[config.mk]
export PLATFORM = sky130hd
export DESIGN_NAME = layer_compositor
export DESIGN_NICKNAME = d
export VERILOG_FILES = /design/src/rtl/game_pkg.sv /design/src/rtl/prio_enc.sv /design/src/rtl/layer_compositor.sv
export SDC_FILE = /design/constraint.sdc
export NUM_CORES = 1
export LEC_CHECK = 0
export ABC_AREA = 0
export CORE_ASPECT_RATIO = 0.9
export CORE_UTILIZATION = 45
export DETAILED_ROUTE_END_ITERATION = 7
export PLACE_DENSITY = 0.85
export SYNTH_ARGS = -nofsm -noshare
export SYNTH_HDL_FRONTEND = slang
export SYNTH_SLANG_ARGS = --single-unit
[constraint.sdc]
create_clock -name Clk -period 3.47 [get_ports Clk]
set_clock_uncertainty 0.15 [all_clocks]
set_input_delay 0.694 -clock Clk [delete_from_list [all_inputs] [get_ports Clk]]
set_output_delay 0.694 -clock Clk [all_outputs]
set_load 0.01 [all_outputs]
[src/rtl/game_pkg.sv]
// Shared pixel and frame-control types for the game video path.
// Used by the layer compositor and its priority encoder.
package game_pkg;

  localparam int PIX_W = 16;
  localparam logic [PIX_W-1:0] KEY_COLOR = 16'hF81F;

  typedef logic [PIX_W-1:0] rgb565_t;

  typedef enum logic {
    IDLE = 1'b0,
    RUN  = 1'b1
  } frame_state_t;

endpackage

[src/rtl/prio_enc.sv]
// Lowest-set-bit encoder: reports whether any bit is set and the index of the lowest one.
// Index 0 is the highest priority, so the lowest set bit is the winner.
module prio_enc #(
  parameter  int N = 8,
  localparam int W = (N > 1) ? $clog2(N) : 1
) (
  input  logic [N-1:0] i_vec,
  output logic         o_valid,
  output logic [W-1:0] o_idx
);

  // Scan downward so the final assignment comes from the lowest set bit.
  always_comb begin
    o_valid = |i_vec;
    o_idx   = '0;
    for (int i = N - 1; i >= 0; i--) begin
      if (i_vec[i]) o_idx = W'(i);
    end
  end

endmodule

[src/rtl/layer_compositor.sv]
// Two-stage sprite layer compositor with per-frame collision tracking.
// Picks the highest-priority opaque layer over the background and publishes overlaps once per frame.
module layer_compositor
  import game_pkg::*;
#(
  parameter  int                NUM_LAYERS = 8,
  parameter  logic [PIX_W-1:0]  KEY        = KEY_COLOR,
  localparam int                IDX_W      = (NUM_LAYERS > 1) ? $clog2(NUM_LAYERS) : 1
) (
  input  logic                        Clk,
  input  logic                        Reset,
  input  logic                        frame_clk,
  input  logic                        pix_valid,
  input  logic [NUM_LAYERS-1:0]       layer_en,
  input  logic [NUM_LAYERS-1:0]       layer_hit,
  input  logic [NUM_LAYERS*PIX_W-1:0] layer_rgb,
  input  logic [PIX_W-1:0]            bg_rgb,
  input  logic [NUM_LAYERS-1:0]       collide_mask,
  output logic [PIX_W-1:0]            out_rgb,
  output logic                        out_valid,
  output logic [IDX_W-1:0]            out_layer,
  output logic                        out_is_bg,
  output logic [NUM_LAYERS-1:0]       frame_collide,
  output logic [IDX_W-1:0]            first_layer,
  output logic                        collide_irq
);

  localparam int CNT_W = $clog2(NUM_LAYERS + 1);

  if (NUM_LAYERS < 2) begin : g_bad_layers
    $error("layer_compositor: NUM_LAYERS must be at least 2");
  end

  logic [NUM_LAYERS-1:0] w_opaque;
  logic [NUM_LAYERS-1:0] w_part;
  logic                  w_win;
  logic [IDX_W-1:0]      w_win_idx;
  rgb565_t               w_sel_rgb;
  logic [CNT_W-1:0]      w_cnt;
  logic                  w_ov;

  logic                  r1_valid;
  logic                  r1_win;
  logic [IDX_W-1:0]      r1_idx;
  rgb565_t               r1_sel_rgb;
  rgb565_t               r1_bg;
  logic [NUM_LAYERS-1:0] r1_part;
  logic                  r1_ov;

  rgb565_t               r2_rgb;
  logic                  r2_valid;
  logic [IDX_W-1:0]      r2_layer;
  logic                  r2_is_bg;

  always_comb begin
    w_opaque = '0;
    for (int i = 0; i < NUM_LAYERS; i++) begin
      w_opaque[i] = pix_valid & layer_en[i] & layer_hit[i] &
                    (layer_rgb[i*PIX_W +: PIX_W] != KEY);
    end
  end

  assign w_part = w_opaque & collide_mask;

  prio_enc #(.N(NUM_LAYERS)) u_pix_enc (
    .i_vec   (w_opaque),
    .o_valid (w_win),
    .o_idx   (w_win_idx)
  );

  always_comb begin
    w_sel_rgb = '0;
    for (int i = 0; i < NUM_LAYERS; i++) begin
      if (w_win_idx == IDX_W'(i)) w_sel_rgb = layer_rgb[i*PIX_W +: PIX_W];
    end
  end

  always_comb begin
    w_cnt = '0;
    for (int i = 0; i < NUM_LAYERS; i++) begin
      w_cnt = w_cnt + CNT_W'(w_part[i]);
    end
  end

  assign w_ov = (w_cnt >= CNT_W'(2));

  always_ff @(posedge Clk or posedge Reset) begin
    if (Reset) begin
      r1_valid   <= 1'b0;
      r1_win     <= 1'b0;
      r1_idx     <= '0;
      r1_sel_rgb <= '0;
      r1_bg      <= '0;
      r1_part    <= '0;
      r1_ov      <= 1'b0;
    end else begin
      r1_valid   <= pix_valid;
      r1_win     <= w_win;
      r1_idx     <= w_win_idx;
      r1_sel_rgb <= w_sel_rgb;
      r1_bg      <= bg_rgb;
      r1_part    <= w_part;
      r1_ov      <= w_ov;
    end
  end

  // Invalid pixels blank to zero; they never have a winner, so they also read as background.
  always_ff @(posedge Clk or posedge Reset) begin
    if (Reset) begin
      r2_rgb   <= '0;
      r2_valid <= 1'b0;
      r2_layer <= '0;
      r2_is_bg <= 1'b1;
    end else begin
      r2_valid <= r1_valid;
      r2_is_bg <= ~r1_win;
      r2_layer <= r1_win ? r1_idx : '0;
      if (!r1_valid)   r2_rgb <= '0;
      else if (r1_win) r2_rgb <= r1_sel_rgb;
      else             r2_rgb <= r1_bg;
    end
  end

  assign out_rgb   = r2_rgb;
  assign out_valid = r2_valid;
  assign out_layer = r2_layer;
  assign out_is_bg = r2_is_bg;

  frame_state_t          r_state;
  frame_state_t          w_next_state;
  logic                  r_frame_d;
  logic                  w_edge;
  logic                  w_publish;
  logic [NUM_LAYERS-1:0] r_acc;
  logic                  r_first_seen;
  logic [IDX_W-1:0]      r_first_idx;
  logic [IDX_W-1:0]      w_part_idx;
  logic                  w_part_any;
  logic [NUM_LAYERS-1:0] r_frame_collide;
  logic [IDX_W-1:0]      r_first_layer;
  logic                  r_irq;

  assign w_edge = frame_clk & ~r_frame_d;

  always_ff @(posedge Clk or posedge Reset) begin
    if (Reset) begin
      r_state   <= IDLE;
      r_frame_d <= 1'b0;
    end else begin
      r_state   <= w_next_state;
      r_frame_d <= frame_clk;
    end
  end

  always_comb begin
    w_next_state = r_state;
    case (r_state)
      IDLE:    if (w_edge) w_next_state = RUN;
      RUN:     w_next_state = RUN;
      default: w_next_state = IDLE;
    endcase
  end

  // The first edge after reset only starts a frame; there is nothing complete to publish yet.
  always_comb begin
    w_publish = 1'b0;
    case (r_state)
      RUN:     w_publish = w_edge;
      default: w_publish = 1'b0;
    endcase
  end

  prio_enc #(.N(NUM_LAYERS)) u_first_enc (
    .i_vec   (r1_part),
    .o_valid (w_part_any),
    .o_idx   (w_part_idx)
  );

  // On a frame edge the old frame is cleared first, so an overlap in that cycle opens the new frame.
  always_ff @(posedge Clk or posedge Reset) begin
    if (Reset) begin
      r_acc        <= '0;
      r_first_seen <= 1'b0;
      r_first_idx  <= '0;
    end else if (w_edge) begin
      r_acc        <= r1_ov ? r1_part : '0;
      r_first_seen <= r1_ov & w_part_any;
      r_first_idx  <= r1_ov ? w_part_idx : '0;
    end else if (r1_ov) begin
      r_acc <= r_acc | r1_part;
      if (!r_first_seen) begin
        r_first_seen <= 1'b1;
        r_first_idx  <= w_part_idx;
      end
    end
  end

  always_ff @(posedge Clk or posedge Reset) begin
    if (Reset) begin
      r_frame_collide <= '0;
      r_first_layer   <= '0;
      r_irq           <= 1'b0;
    end else begin
      r_irq <= w_publish & (|r_acc);
      if (w_publish) begin
        r_frame_collide <= r_acc;
        r_first_layer   <= r_first_seen ? r_first_idx : '0;
      end
    end
  end

  assign frame_collide = r_frame_collide;
  assign first_layer   = r_first_layer;
  assign collide_irq   = r_irq;

endmodule

# After elaboration in Yosys (flattened, before gate mapping)
# Index checks and enable logic that the tools add are counted.
[totals] register_bits=93 input_bits=172
[classes] add_sub_neg=7 order_cmp=1 eq_ne=16 muxes=40 bitwise_logic=32 reduce_logical=6
[ops] op="$mux W16" n=10
[ops] op="$ne A16 B16 Y1 const B" n=8
[ops] op="$mux W3" n=22
[ops] op="$and A1 B1 Y1" n=27
[ops] op="$mux W8" n=3
[ops] op="$reduce_or A8 Y1" n=3
[ops] op="$add A4 B1 Y4" n=4
[ops] op="$eq A3 B3 Y1 const B" n=4
[ops] op="$and A8 B8 Y8" n=1
[ops] op="$or A8 B8 Y8" n=1
[ops] op="$eq A3 B2 Y1 const B" n=2
[ops] op="$add A3 B1 Y4" n=1
[ops] op="$ge A4 B2 Y1 const B" n=1
[ops] op="$mux W1" n=4
[ops] op="$add A2 B1 Y3" n=1
[ops] op="$eq A3 B1 Y1 const B" n=1
[ops] op="$logic_not A3 Y1" n=1
[ops] op="$not A1 Y1" n=3
[ops] op="$add A1 B1 Y2" n=1
[ops] op="$ne A2 B2 Y1 const B" n=1
[ops] op="$pmux W1 S2" n=1
[ops] op="$reduce_and A2 Y1" n=1
[ops] op="$reduce_bool A2 Y1" n=1

# Logic depth before layout (Yosys ltp)
# Gate-level depths: netlist of the first run.
[depth] ltp_word=20 depth_mapped=14 ltp_nobuf=13

# Modules after synthesis
# Synthesis of the first run repeated with hierarchy kept, for this count alone.
[hier_totals] cells_unflattened=457 hier_area_um2=4939.7
[modules_own_cells] module="layer_compositor" n_inst=1 cells_per_inst=431 area_per_inst_um2=4777.1
[modules_own_cells] module="prio_enc" n_inst=2 cells_per_inst=13 area_per_inst_um2=81.3

# Least setup slack after synthesis of the first run
# Ideal clock, no wire load.
[synth_timing] path_type="in2reg" from="input port layer_rgb[7]" to="register r1_ov" setup_time_ns=0.122 arrival_time_ns=4.384 required_ns=3.198 slack_ns=-1.186 path_stages=13 cell_sequence="or4b_4 > nor4_2 > nor2_2 > clkbuf_1 > nand2_1 > fa_1 > fa_1 > fa_1 > inv_1 > ha_1 > fa_1 > o21ai_0 > nand2b_1"
[synth_between] elab_chain_cells=11
[synth_rtl] item="start: declaration" line_no="layer_compositor.sv:16" text="input logic [NUM_LAYERS*PIX_W-1:0] layer_rgb,"
[synth_rtl] item="$ne A16 B16 Y1" line_no="layer_compositor.sv:59" text="(layer_rgb[i*PIX_W +: PIX_W] != KEY);"
[synth_rtl] item="$and A1 B1 Y1" line_no="layer_compositor.sv:58" text="w_opaque[i] = pix_valid & layer_en[i] & layer_hit[i] &"
[synth_rtl] item="$and A8 B8 Y8" line_no="layer_compositor.sv:63" text="assign w_part = w_opaque & collide_mask;"
[synth_rtl] item="$add A1 B1 Y2" line_no="layer_compositor.sv:81" text="w_cnt = w_cnt + CNT_W'(w_part[i]);"
[synth_rtl] item="$add A2 B1 Y3" line_no="layer_compositor.sv:81"
[synth_rtl] item="$add A3 B1 Y4" line_no="layer_compositor.sv:81"
[synth_rtl] item="$add A4 B1 Y4 (4 in a row)" line_no="layer_compositor.sv:81"
[synth_rtl] item="$ge A4 B2 Y1" line_no="layer_compositor.sv:85" text="assign w_ov = (w_cnt >= CNT_W'(2));"
[synth_rtl] item="via w_ov" line_no="layer_compositor.sv:40" text="logic w_ov;"
[synth_rtl] item="end signal: assignment" line_no="layer_compositor.sv:103" text="r1_ov <= w_ov;"
[synth_rtl] item="end: declaration" line_no="layer_compositor.sv:48" text="logic r1_ov;"
# The timed path passes the listed nets, and every way through them passes these cells.
# A chain may end at the register's enable or synchronous reset.

# Worst setup path in the final report of the first run
[layout_timing] from="input port layer_rgb[9]" to="register r1_ov"
# The elaborated chain is that of the path after synthesis.

==> results of run 1 <==
layout make-up:
| class | count | area [sq um] | share of cell area |
|---|---|---|---|
| timing repair buffer | 370 | 3398 | 0.3624 |
| tap | 156 | 195.2 | 0.02082 |
| inverter | 16 | 61.31 | 0.006539 |
| antenna | 2 | 5.005 | 0.0005338 |
| clock buffer | 11 | 252.7 | 0.02695 |
| clock inverter | 5 | 106.4 | 0.01134 |
| sequential | 93 | 2328 | 0.2483 |
| multi-input combinational | 359 | 3029 | 0.3231 |
cell usage after synthesis, types with 5 or more instances:
cell / count
dfrtp_1: 92
nor2_1: 27
mux2_2: 8
and4_1: 7
a21oi_1: 19
nand4_1: 11
buf_2: 6
nand2_1: 20
and2_1: 6
or3_1: 14
o41ai_1: 13
inv_1: 15
a32oi_1: 12
nand3_1: 23
mux2i_1: 30
o21ai_0: 15
and3_1: 11
clkbuf_1: 14
a22o_1: 9
a221o_1: 13
a211o_1: 14
and4b_1: 5
nor2b_1: 18
o21ai_1: 6
report_power, final:
group / leakage (nW) / internal (mW) / switching (mW)
logic: 3.03 / 0.544 / 0.459
registers: 1.18 / 1.19 / 0.0670
clock network: 0.172 / 0.744 / 0.420
worst max-delay path by stage:
stage,to,slack [ns],cells past startpoint
floorplan,r1_ov,-0.85,12
global placement,r1_ov,-1.20,13
detailed placement,r1_ov,-1.24,13
CTS,r1_ov,-0.55,14
global route,r1_ov,-0.59,14
finish,r1_ov,-0.46,14
sequential cells by signal (all words and copies together) (netlist names), 3 cells and up:
signal / count
first_layer: 3
frame_collide: 8
out_layer: 3
out_rgb: 16
r1_bg: 16
r1_idx: 3
r1_part: 8
r1_sel_rgb: 16
r_acc: 8
r_first_idx: 3
layer usage:
metal / part of all wire / up-vias / track usage
met5: 0 / - / 0
met4: 0.067 / 0 / 0.2390
met3: 0.089 / 130 / 0.06903
met2: 0.48 / 485 / 0.6522
met1: 0.37 / 3003 / 0.4649
li1: - / 2648 / -
through the flow:
step / total power, mW / setup slack (ns) / area, sq um
floorplan: 1.599 / -0.8533 / 5326
global placement: 2.116 / -1.205 / 8488
detailed placement: 2.144 / -1.238 / 8488
CTS: 3.347 / -0.5464 / 9175
global route: 3.511 / -0.5857 / 9376
finish: 3.419 / -0.4554 / 9376
critical path, delay by kind of cell:
| kind | cells | cell delay [ns] |
|---|---|---|
| compound gates | 1 | 0.16 |
| fa+ha+maj | 5 | 1.90 |
| buf+inv | 3 | 0.31 |
| simple gates | 5 | 0.95 |
cell families (layout without fill, tap and decap cells):
kind of cell,Yosys count,count (layout),share of synthesized area
compound gates,134,134,0.2083
fa+ha+maj,7,7,0.02223
buf+inv,43,402,0.04209
flops,93,93,0.4401
mux,38,38,0.07378
other cells,0,2,0
simple gates,180,180,0.2135
what timing repair did:
item / 4_1_cts / 5_1_grt
buffers inserted: 16 / 15
setup endpoints to repair: 17 / 17
resized for setup: 118 / 34
cloned: 3 / 0
pin swaps: 37 / 30
==> impl_metrics.json, run 1 <==
{
  "viasPerCell": 6.192,
  "slowest_stage": "or4b_4",
  "setup_violations": 1,
  "coreArea_sq_um": 11430,
  "crit_chain": "buf_6 > or4b_4 > nor4_4 > buf_4 > nor2_4 > nand2_2 > fa_1 > fa_1 > fa_1 > inv_2 > ha_4 > fa_2 > o21ai_2 > nand2b_4",
  "synth_flop_cell": "dfrtp_1",
  "cts_buffers": 9,
  "tritoncts": "done",
  "fin_cells": 1012,
  "relSlewSlack": 0.3039,
  "worstRegToRegCells": 2,
  "io_pins": 205,
  "p_leak_nw": 4.385,
  "hold_ws_ns": 0.3480,
  "r2r-start": "r1_win",
  "ys_ff_latch": 93,
  "drv_cap": 0,
  "critical_path_class": "input pin to flop",
  "die_w_um": 116.3,
  "final_common_cell": "buf_4",
  "hold_path_class": "flop to flop",
  "synthToLayoutAreaGrowth_pct": 77.20,
  "hold_start": "r1_idx[2]",
  "cp-end-kind": "flop",
  "drtIter0Drc": 755,
  "globalplace.congestion": 0.9470,
  "routedWlPerCell_um": 24.27,
  "antenna_left": 0,
  "powerDensity_nw_per_um2": 364.6,
  "die_h_um": 104.9,
  "port_buffers": 204,
  "cts_root_buf": "clkbuf_16",
  "critPathRequiredTime_ns": 3.56,
  "cts_buffer_depth": 2,
  "min_period_over_period": 1.131,
  "track_usage": 0.3919,
  "critPathMostFrequentCell": "fa_1",
  "reg2reg_to": "out_rgb[8]",
  "start_util": 0.4627,
  "avgSynthCellArea_sq_um": 10.69,
  "insertion_delay_ns": 0.35,
  "drcViolationCount": 0,
  "syn_inst": 495,
  "final_nets": 1028,
  "dp_cells": 964,
  "antenna_found_initial": 3,
  "synth_edf_count": 0,
  "synth_top_cell_area_share": 0.4351,
  "fill_cells": 661,
  "synth.net_count": 674,
  "critPathMaxStageDelay_ns": 0.55,
  "clk_transition_reported_paths_ns": 0.07,
  "whs_path_depth": 1,
  "cts.htree.levels": 3,
  "violations": "negative setup slack",
  "cts_sinks": 93,
  "ys_warn_count": 0,
  "grt_pass1_vias": 6416,
  "synth.distinct_cells": 69,
  "dpl.hpwl_mm": 16.82,
  "overflow": 0,
  "synth_area_leaders": "dfrtp_1 44%, mux2i_1 5.7%, a221o_1 2.5%",
  "first_pass_iters": 5,
  "hold_end": "out_layer[2]",
  "startpoint": "layer_rgb[9]",
  "peakVddDrop_mv": 0.2071,
  "grt_pass1_wl_mm": 35.16,
  "grt_max_degree": 59,
  "hold_viol_final": 0,
  "synthesis.area_sq_um": 5291,
  "finalWirelength_mm": 24.56,
  "max_freq_ghz": 0.2548,
  "status": "complete, but fails checks",
  "yosysSeqAreaShare": 0.4401,
  "rows": 37,
  "die-area_sq_um": 12200,
  "layout_common_cells": "150 x buf_4, 141 x clkdlybuf4s50_1, 92 x dfrtp_1",
  "crit_fanout": 2,
  "utilization": 0.8200,
  "max_slew.worst_pin.slew_ns": 1.044,
  "via_count": 6266,
  "drive_above_1_share": 0.3044,
  "synthArstFlopShare": 1.000,
  "rsz0062_at_grt": "yes",
  "yosysTopAreaCell": "dfrtp_1",
  "setup_tns_ns": -0.4554,
  "cp-start-kind": "input pin",
  "postCtsHoldBufs": 0,
  "cp.arrival_ns": 4.02,
  "slew_violations": 0,
  "final_critical_path_setup_slack_ns": -0.4554,
  "post-route-min-period_ns": 3.925,
  "rrSetupSlack_ns": 1.70
}
Note: power is estimated with default switching activity, not from simulation.
==> run 2: changes to the inputs <==
- MAX_ROUTING_LAYER: unset -> met4
- REMOVE_ABC_BUFFERS: unset -> 1
- SKIP_CTS_REPAIR_TIMING: unset -> 1
==> run 2 against run 1 <==
Net effect: critical path type unchanged; the flow still finishes with violations (negative setup slack); register-to-register slack improved by 0.10 ns; largest cell class unchanged; design area decreased by 3.6%; sequential power about the same.
==> impl_metrics.json, run 2 (synthesis gave the netlist of run 1 again) <==
{
  "via_count": 5914,
  "cp-start-kind": "input pin",
  "powerDensity_nw_per_um2": 352.7,
  "post-route-min-period_ns": 4.079,
  "crit_fanout": 2,
  "globalplace.congestion": 0.9744,
  "hold_path_class": "flop to flop",
  "io_pins": 205,
  "final_common_cell": "clkdlybuf4s50_1",
  "layout_common_cells": "163 x clkdlybuf4s50_1, 122 x buf_4, 92 x dfrtp_1",
  "peakVddDrop_mv": 0.2233,
  "crit_chain": "clkdlybuf4s50_1 > and4_1 > nand4_1 > and3_4 > inv_1 > fa_1 > fa_1 > fa_1 > inv_2 > ha_4 > fa_2 > o21ai_2 > nand2b_1",
  "worstRegToRegCells": 2,
  "tritoncts": "done",
  "cts_sinks": 93,
  "utilization": 0.7903,
  "rows": 37,
  "finalWirelength_mm": 21.83,
  "viasPerCell": 6.053,
  "cts_root_buf": "clkbuf_16",
  "critical_path_class": "input pin to flop",
  "critPathRequiredTime_ns": 3.56,
  "clk_transition_reported_paths_ns": 0.07,
  "antenna_left": 0,
  "grt_pass1_vias": 6018,
  "antenna_found_initial": 3,
  "overflow": 0,
  "cp.arrival_ns": 4.16,
  "die-area_sq_um": 12200,
  "coreArea_sq_um": 11430,
  "final_nets": 992,
  "p_sw_frac": 0.2773,
  "p_seq_frac": 0.392,
  "die_h_um": 104.9,
  "fill_cells": 716,
  "slowest_stage": "fa_1",
  "track_usage": 0.3566,
  "cp-end-kind": "flop",
  "relSlewSlack": 0.3402,
  "cts_buffers": 9,
  "drcViolationCount": 0,
  "port_buffers": 204,
  "setup_violations": 3,
  "hold_viol_final": 0,
  "slew_violations": 0,
  "hold_ws_ns": 0.3134,
  "grt_pass1_wl_mm": 31.50,
  "cts_buffer_depth": 2,
  "whs_path_depth": 1,
  "place_area_sq_um": 8268,
  "die_w_um": 116.3,
  "fin_area_sq_um": 9037,
  "drtIter0Drc": 537,
  "p_sw_uw": 884.0,
  "max_freq_ghz": 0.2452,
  "p_leak_nw": 4.316,
  "grt_max_degree": 55,
  "critPathMostFrequentCell": "fa_1",
  "power_frac_comb": 0.294,
  "critPathMaxStageDelay_ns": 0.54,
  "first_pass_iters": 6,
  "routedWlPerCell_um": 22.35,
  "pwr-share-clk": 0.314,
  "drive_above_1_share": 0.2531,
  "violations": "negative setup slack",
  "synthToLayoutAreaGrowth_pct": 70.80,
  "pre_cts_ws_ns": -1.463,
  "max_slew.worst_pin.slew_ns": 0.9897,
  "start_util": 0.4627,
  "min_period_over_period": 1.175,
  "cts.htree.levels": 3,
  "status": "complete, but fails checks",
  "insertion_delay_ns": 0.34,
  "dpl.hpwl_mm": 16.32,
  "drv_cap": 0,
  "rsz0062_at_grt": "yes",
  "final_critical_path_setup_slack_ns": -0.6087,
  "setup_tns_ns": -0.7756,
  "p_int_mw": 2.303
}
## run 2: changes by cell type in the layout (fill, tap and decap cells not counted), moves of 2 or more
cell / change
nand2_2: -2
buf_6: -7
clkdlybuf4s50_1: +22
a21oi_2: -3
dlymetal6s2s_1: +24
nor4b_1: +2
a21oi_1: +3
buf_2: -4
bufinv_16: -2
nand2_1: +2
dlygate4sd2_1: -40
buf_12: -3
buf_4: -28
## run 2: per-layer routing
layer	vias to the layer above	routed length [um]	track usage	share of wire
met3	89	1768	0.05626	0.081
met2	398	10990	0.5930	0.50
met4	0	949	0.1538	0.043
li1	2573	-	-	-
met5	-	0	-	0
met1	2854	8125	0.4243	0.37
## run 2: critical path: cells and delay by family
family	cells	cell delay, ns
buffers and inverters	3	0.62
and+or+nand+nor	4	0.72
adders and majority gates	5	1.97
AOI/OAI and AO/OA	1	0.15
## run 2: layout make-up
type                            count  area [sq um]  share of cell area
Timing Repair Buffer              334          3182              0.3521
Multi-Input combinational cell    359          2952              0.3266
Sequential cell                    93          2328              0.2576
Clock buffer                       11         252.7             0.02797
Tap cell                          156         195.2             0.02160
Inverter                           16         61.31            0.006784
Clock inverter                      5         58.81            0.006507
Antenna cell                        3         7.507           0.0008307
## run 2: worst paths after layout
check,end,slack (ns),start
worst max-delay path,r1_ov,-0.61,layer_rgb[31]
worst min-delay path,out_layer[2],0.31,r1_idx[2]
worst max register to register,out_rgb[5],1.80,r1_win
worst min register to register,out_layer[2],0.31,r1_idx[2]
max in group asynchronous,out_layer[0],1.87,Reset
min in group asynchronous,r1_bg[1],0.61,Reset
## run 2: power by group through the flow
stage | clock network, mW | logic [mW] | registers [mW]
6_report | 1.00 | 0.936 | 1.25
5_1_grt | 1.05 | 0.986 | 1.26
4_1_cts | 1.01 | 0.859 | 1.25
3_5_place_dp | 0 | 0.846 | 1.26
3_3_place_gp | 0 | 0.826 | 1.26
2_1_floorplan | 0 | 0.312 | 1.26
## run 2: metrics by stage
stage | std cells | power, mW
after CTS | 959 | 3.114
after detailed placement | 943 | 2.110
final | 977 | 3.187
after global placement | 943 | 2.082
after floorplan | 468 | 1.574
after global routing | 977 | 3.294
